### config.mk
export PLATFORM = sky130hd
export DESIGN_NAME = mac_seq_ctrl
export DESIGN_NICKNAME = d
export VERILOG_FILES = /design/src/rtl/mac_seq_pkg.sv /design/src/rtl/mac_seq_cnt.sv /design/src/rtl/mac_seq_ctrl.sv
export SDC_FILE = /design/constraint.sdc
export NUM_CORES = 1
export LEC_CHECK = 0
export CORE_MARGIN = 2
export CORE_UTILIZATION = 37
export CTS_BUF_LIST = sky130_fd_sc_hd__clkbuf_8
export CTS_CLUSTER_DIAMETER = 100
export DETAILED_ROUTE_END_ITERATION = 6
export GPL_ROUTABILITY_DRIVEN = 0
export GPL_TIMING_DRIVEN = 0
export PLACE_DENSITY = 0.78
export SYNTH_ARGS = -nofsm -noshare
export SYNTH_HDL_FRONTEND = slang
export SYNTH_SLANG_ARGS = --single-unit
### constraint.sdc
create_clock -name clk -period 1.5 [get_ports clk]
set_clock_uncertainty 0.1 [all_clocks]
set_input_delay 0.225 -clock clk [delete_from_list [all_inputs] [get_ports clk]]
set_output_delay 0.225 -clock clk [all_outputs]
set_load 0.05 [all_outputs]
### src/rtl/mac_seq_pkg.sv
// Shared types and sizing helpers for the MAC sequencer.
package mac_seq_pkg;

    typedef enum logic [2:0] {
        S_IDLE,
        S_CLEAR,
        S_ACCUM,
        S_DRAIN,
        S_RESULT,
        S_FINISH
    } state_t;

    localparam int unsigned DATA_WIDTH_DEF = 8;
    localparam int unsigned ACC_W          = 3 * DATA_WIDTH_DEF;

    function automatic int unsigned acc_width(input int unsigned dw);
        return 3 * dw;
    endfunction

    // Counter width for n distinct values, never narrower than one bit.
    function automatic int unsigned cnt_width(input int unsigned n);
        return (n <= 2) ? 1 : $clog2(n);
    endfunction

endpackage

### src/rtl/mac_seq_cnt.sv
// Modulo-MAX up-counter with synchronous clear and a terminal-count flag.
module mac_seq_cnt
    import mac_seq_pkg::*;
#(
    parameter int unsigned MAX = 8,
    parameter int unsigned W   = cnt_width(MAX)
) (
    input  logic         clk,
    input  logic         rst_n,
    input  logic         clr,
    input  logic         inc,
    output logic [W-1:0] count,
    output logic         last
);

    assign last = (count == W'(MAX - 1));

    always_ff @(posedge clk or negedge rst_n) begin
        if (!rst_n) begin
            count <= '0;
        end else if (clr) begin
            count <= '0;
        end else if (inc) begin
            count <= last ? '0 : count + 1'b1;
        end
    end

endmodule

### src/rtl/mac_seq_ctrl.sv
// Sequences an external MAC through NUM_ROWS dot products of VEC_LEN operand
// pairs and presents each captured result on a valid/ready port.
module mac_seq_ctrl
    import mac_seq_pkg::*;
#(
    parameter int unsigned DATA_WIDTH = 8,
    parameter int unsigned VEC_LEN    = 8,
    parameter int unsigned NUM_ROWS   = 8
) (
    input  logic                            clk,
    input  logic                            rst_n,
    input  logic                            start,
    input  logic                            abort,
    output logic                            busy,
    output logic                            done,
    input  logic                            op_valid,
    output logic                            op_ready,
    input  logic [DATA_WIDTH-1:0]           op_a,
    input  logic [DATA_WIDTH-1:0]           op_b,
    output logic                            mac_en,
    output logic                            mac_clr,
    output logic [DATA_WIDTH-1:0]           mac_ain,
    output logic [DATA_WIDTH-1:0]           mac_bin,
    input  logic [3*DATA_WIDTH-1:0]         mac_cout,
    output logic                            res_valid,
    input  logic                            res_ready,
    output logic [3*DATA_WIDTH-1:0]         res_data,
    output logic [cnt_width(NUM_ROWS)-1:0]  res_row
);

    localparam int unsigned RES_W = acc_width(DATA_WIDTH);
    localparam int unsigned COL_W = cnt_width(VEC_LEN);
    localparam int unsigned ROW_W = cnt_width(NUM_ROWS);

    state_t           state;
    logic             aborting;
    logic             res_valid_q;
    logic             accept;
    logic             start_go;
    logic             col_last;
    logic             row_last;
    logic             row_inc;
    logic [COL_W-1:0] col_cnt;
    logic [ROW_W-1:0] row_cnt;
    logic             unused_col;

    assign mac_ain = op_a;
    assign mac_bin = op_b;

    // Abort gates the handshakes combinationally so nothing is consumed or
    // offered in the cancel cycle itself.
    assign accept    = (state == S_ACCUM) && op_valid && !abort;
    assign op_ready  = accept;
    assign mac_en    = accept;
    assign res_valid = res_valid_q && !abort;

    assign start_go = (state == S_IDLE) && start && !abort;
    assign row_inc  = (state == S_RESULT) && res_ready && !row_last && !abort;

    // Column position only matters through its terminal flag.
    assign unused_col = ^col_cnt;

    mac_seq_cnt #(
        .MAX (VEC_LEN),
        .W   (COL_W)
    ) u_col (
        .clk   (clk),
        .rst_n (rst_n),
        .clr   (state == S_CLEAR),
        .inc   (accept),
        .count (col_cnt),
        .last  (col_last)
    );

    mac_seq_cnt #(
        .MAX (NUM_ROWS),
        .W   (ROW_W)
    ) u_row (
        .clk   (clk),
        .rst_n (rst_n),
        .clr   (start_go),
        .inc   (row_inc),
        .count (row_cnt),
        .last  (row_last)
    );

    always_ff @(posedge clk or negedge rst_n) begin
        if (!rst_n) begin
            state       <= S_IDLE;
            aborting    <= 1'b0;
            busy        <= 1'b0;
            done        <= 1'b0;
            mac_clr     <= 1'b0;
            res_valid_q <= 1'b0;
            res_data    <= '0;
            res_row     <= '0;
        end else begin
            done    <= 1'b0;
            mac_clr <= 1'b0;
            // Cancel reuses CLEAR for its single clear cycle; the flag sends it home.
            if (abort && state != S_IDLE) begin
                state       <= S_CLEAR;
                aborting    <= 1'b1;
                mac_clr     <= 1'b1;
                res_valid_q <= 1'b0;
                busy        <= 1'b1;
            end else begin
                case (state)
                    S_IDLE: begin
                        if (start_go) begin
                            state   <= S_CLEAR;
                            mac_clr <= 1'b1;
                            busy    <= 1'b1;
                        end
                    end
                    S_CLEAR: begin
                        if (aborting) begin
                            state    <= S_IDLE;
                            aborting <= 1'b0;
                            busy     <= 1'b0;
                        end else begin
                            state <= S_ACCUM;
                        end
                    end
                    S_ACCUM: begin
                        if (accept && col_last) begin
                            state <= S_DRAIN;
                        end
                    end
                    S_DRAIN: begin
                        res_data    <= RES_W'(mac_cout);
                        res_row     <= row_cnt;
                        res_valid_q <= 1'b1;
                        state       <= S_RESULT;
                    end
                    S_RESULT: begin
                        if (res_ready) begin
                            res_valid_q <= 1'b0;
                            if (row_last) begin
                                state <= S_FINISH;
                                done  <= 1'b1;
                            end else begin
                                state   <= S_CLEAR;
                                mac_clr <= 1'b1;
                            end
                        end
                    end
                    S_FINISH: begin
                        state <= S_IDLE;
                        busy  <= 1'b0;
                    end
                    default: begin
                        state <= S_IDLE;
                        busy  <= 1'b0;
                    end
                endcase
            end
        end
    end

endmodule

==> flow_summary.json <==
{
  "syn_inst": 155,
  "ir_drop_mv": 1.12,
  "grt_pass1_wl_um": 7490,
  "fin_hold_ws_ns": 0.168,
  "synth_top_cell_area_share_pct": 53.5,
  "rsz0062_at_grt": "true",
  "synth_most_common_cell": "dfrtp_1",
  "numPortBuffers": 78,
  "hold_viol_final": 0,
  "slew_headroom_pct": 66.4,
  "slew_violations": 0,
  "first_pass_iters": 4,
  "crit_path_end_kind": "output port",
  "arrival_ns": 1.47,
  "drcViolationCount": 0,
  "p_leak_nw": 1.51,
  "htreeDepth": 2,
  "layout_min_cycle_time_ns": 1.80,
  "max_freq_mhz": 556,
  "clock_sinks": 41,
  "worstSkewPairLatency_ns": 0.29,
  "violations": "negative setup slack",
  "ys_warn_count": 0,
  "start_util_pct": 38.0,
  "overflow": 0,
  "vias": 1556,
  "synth_top_cell_by_area": "dfrtp_1",
  "layout_setup_ws_ns": -0.298,
  "numCtsBuffers": 5,
  "rows": 26,
  "place_hpwl_um": 3010,
  "crit_path_max_fanout": 2,
  "ys_seq_area_share_pct": 53.5,
  "synthArstFlopShare_pct": 100,
  "synth_nets": 205,
  "yosysUniqueCellTypes": 32,
  "avgSynthCellArea_sq_um": 12.4,
  "post-route-period-util_pct": 120,
  "yosys-top-cells-area": "dfrtp_1, mux2_2, buf_4, ha_1, mux2i_1",
  "drt-total-wl_um": 4570,
  "area_growth_pct": 69.1,
  "place_inst": 304,
  "crit_required_ns": 1.17,
  "cts.clk_slew.worst_paths_ns": 0.07,
  "hold_class": "input pin to async pin",
  "clk_path_buf_depth": 2,
  "pre_cts_ws_ns": -1.12,
  "core_area_sq_mm": 0.00504,
  "fin_cells": 328,
  "die_x_um": 76,
  "cap_violations": 0,
  "antenna_found_initial": 0,
  "synth_commonest_cells": "dfrtp_1, mux2_2, buf_4",
  "multi_input_area_sq_um": 912,
  "ant_nets": 0,
  "num_antenna_cells": 0,
  "io_pins": 95,
  "ys.flop_type": "dfrtp_1",
  "crit_type": "flip-flop to output port",
  "clock-root-buffer": "clkbuf_8",
  "dieArea_sq_mm": 0.00578,
  "synth_edf_count": 0,
  "ys_ff_latch": 41,
  "grt.total_usage_pct": 15.9,
  "via_per_inst": 4.74,
  "drive_gt1_share_pct": 46.1,
  "finalPower_mw": 6.19,
  "wl_per_cell_um": 13.9,
  "cts_tree": "done",
  "nFillCells": 412,
  "setup_violations": 31,
  "synth_area_sq_mm": 0.00192,
  "first_global_vias": 1603,
  "grt_start_max_net_pins": 41,
  "start_kind": "flip-flop",
  "status": "complete, but fails checks",
  "num-nets-final": 307,
  "drt-initial-drc-count": 59,
  "die_h_um": 76,
  "pwr_density_cell_mw_per_mm2": 1910,
  "tightest_slew_ns": 0.502,
  "seqCellArea_sq_mm": 0.00103
}
==> registers in the layout (all words and copies together), names as in the netlist, 3 cells and up <==
signal / count
state: 3
u_row.count: 3
res_data: 24
u_col.count: 3
res_row: 3
==> routing by layer <==
layer	part of all wire, %	track usage, %	vias up
met1	45	20.4	744
li1	-	-	732
met5	0	0	-
met3	7.8	5.33	7
met4	0.83	4.18	0
met2	47	26.0	73
==> cells by family (layout without fill, tap and decap cells) <==
family                   Yosys count  count (layout)  synth area share (%)
multiplexers                      31              31                  17.9
AO/OA/AOI/OAI                     17              17                  5.48
AND/OR/NAND/NOR                   35              35                  11.0
buffers and inverters             27             130                  9.52
flip-flops                        41              41                  53.5
adder cells (fa/ha/maj)            4               4                  2.61
==> placed cells by master (no fill, tap or decap), types with 6 or more instances in the layout <==
master	synthesis	layout
buf_6	2	8
buf_4	17	28
clkdlybuf4s50_1	0	43
clkbuf_2	0	14
clkbuf_8	0	6
mux2_4	0	27
clkdlybuf4s15_2	0	6
clkdlybuf4s15_1	0	11
dfrtp_1	41	39
==> area by class of cell <==
type	instances	share of cell area, %
clock inverters	2	1.04
plain buffers	23	6.02
inverters	4	0.578
repair buffers	95	27.3
flip-flops and latches	41	31.7
well taps	70	2.70
clock buffers	6	2.55
multi-input cells	87	28.1
==> metrics by stage <==
stage	setup TNS, ns	area (sq um)	util [%]
after floorplan	-0.996	2040	-
after global placement	-61.30	2910	57.7
after detailed placement	-22.52	2920	58.0
after CTS	-3.10	3170	62.9
after global routing	-7.96	3240	64.3
final	-5.69	3240	64.3
==> worst paths after layout <==
kind	from	to	slack [ns]	cells past startpoint
max in group asynchronous	rst_n	state[2]	0.72	3
setup reg to reg	state[2]	res_data[21]	-0.22	6
hold reg to reg	res_data[4]	res_data[4]	0.41	1
min in group clk	abort	u_row.count[2]	0.35	4
setup / recovery	state[0]	op_ready	-0.30	6
hold / removal	rst_n	u_col.count[1]	0.17	2
==> critical path, cell delays in order (launching register included) <==
cell	delay [ns]
dfrtp_1	0.40
buf_6	0.13
nor4b_4	0.23
nand2_2	0.12
clkinvlp_4	0.10
buf_8	0.09
buf_8	0.13
==> report_power, final <==
part,switching (mW),internal [mW]
combinational,2.09,1.38
sequential,0.264,1.53
clock,0.380,0.536
total,2.74,3.45
==> repair_timing <==
item                                    4_1_cts  5_1_grt
setup buffers                                 8        6
endpoints found under the setup margin       67       63
resized for setup                            94       56
pin swaps                                     4       12
hold buffers                                  1        0
cloned                                        2        0
endpoints found under the hold margin        41        0
Note: power is estimated with default switching activity, not from simulation.
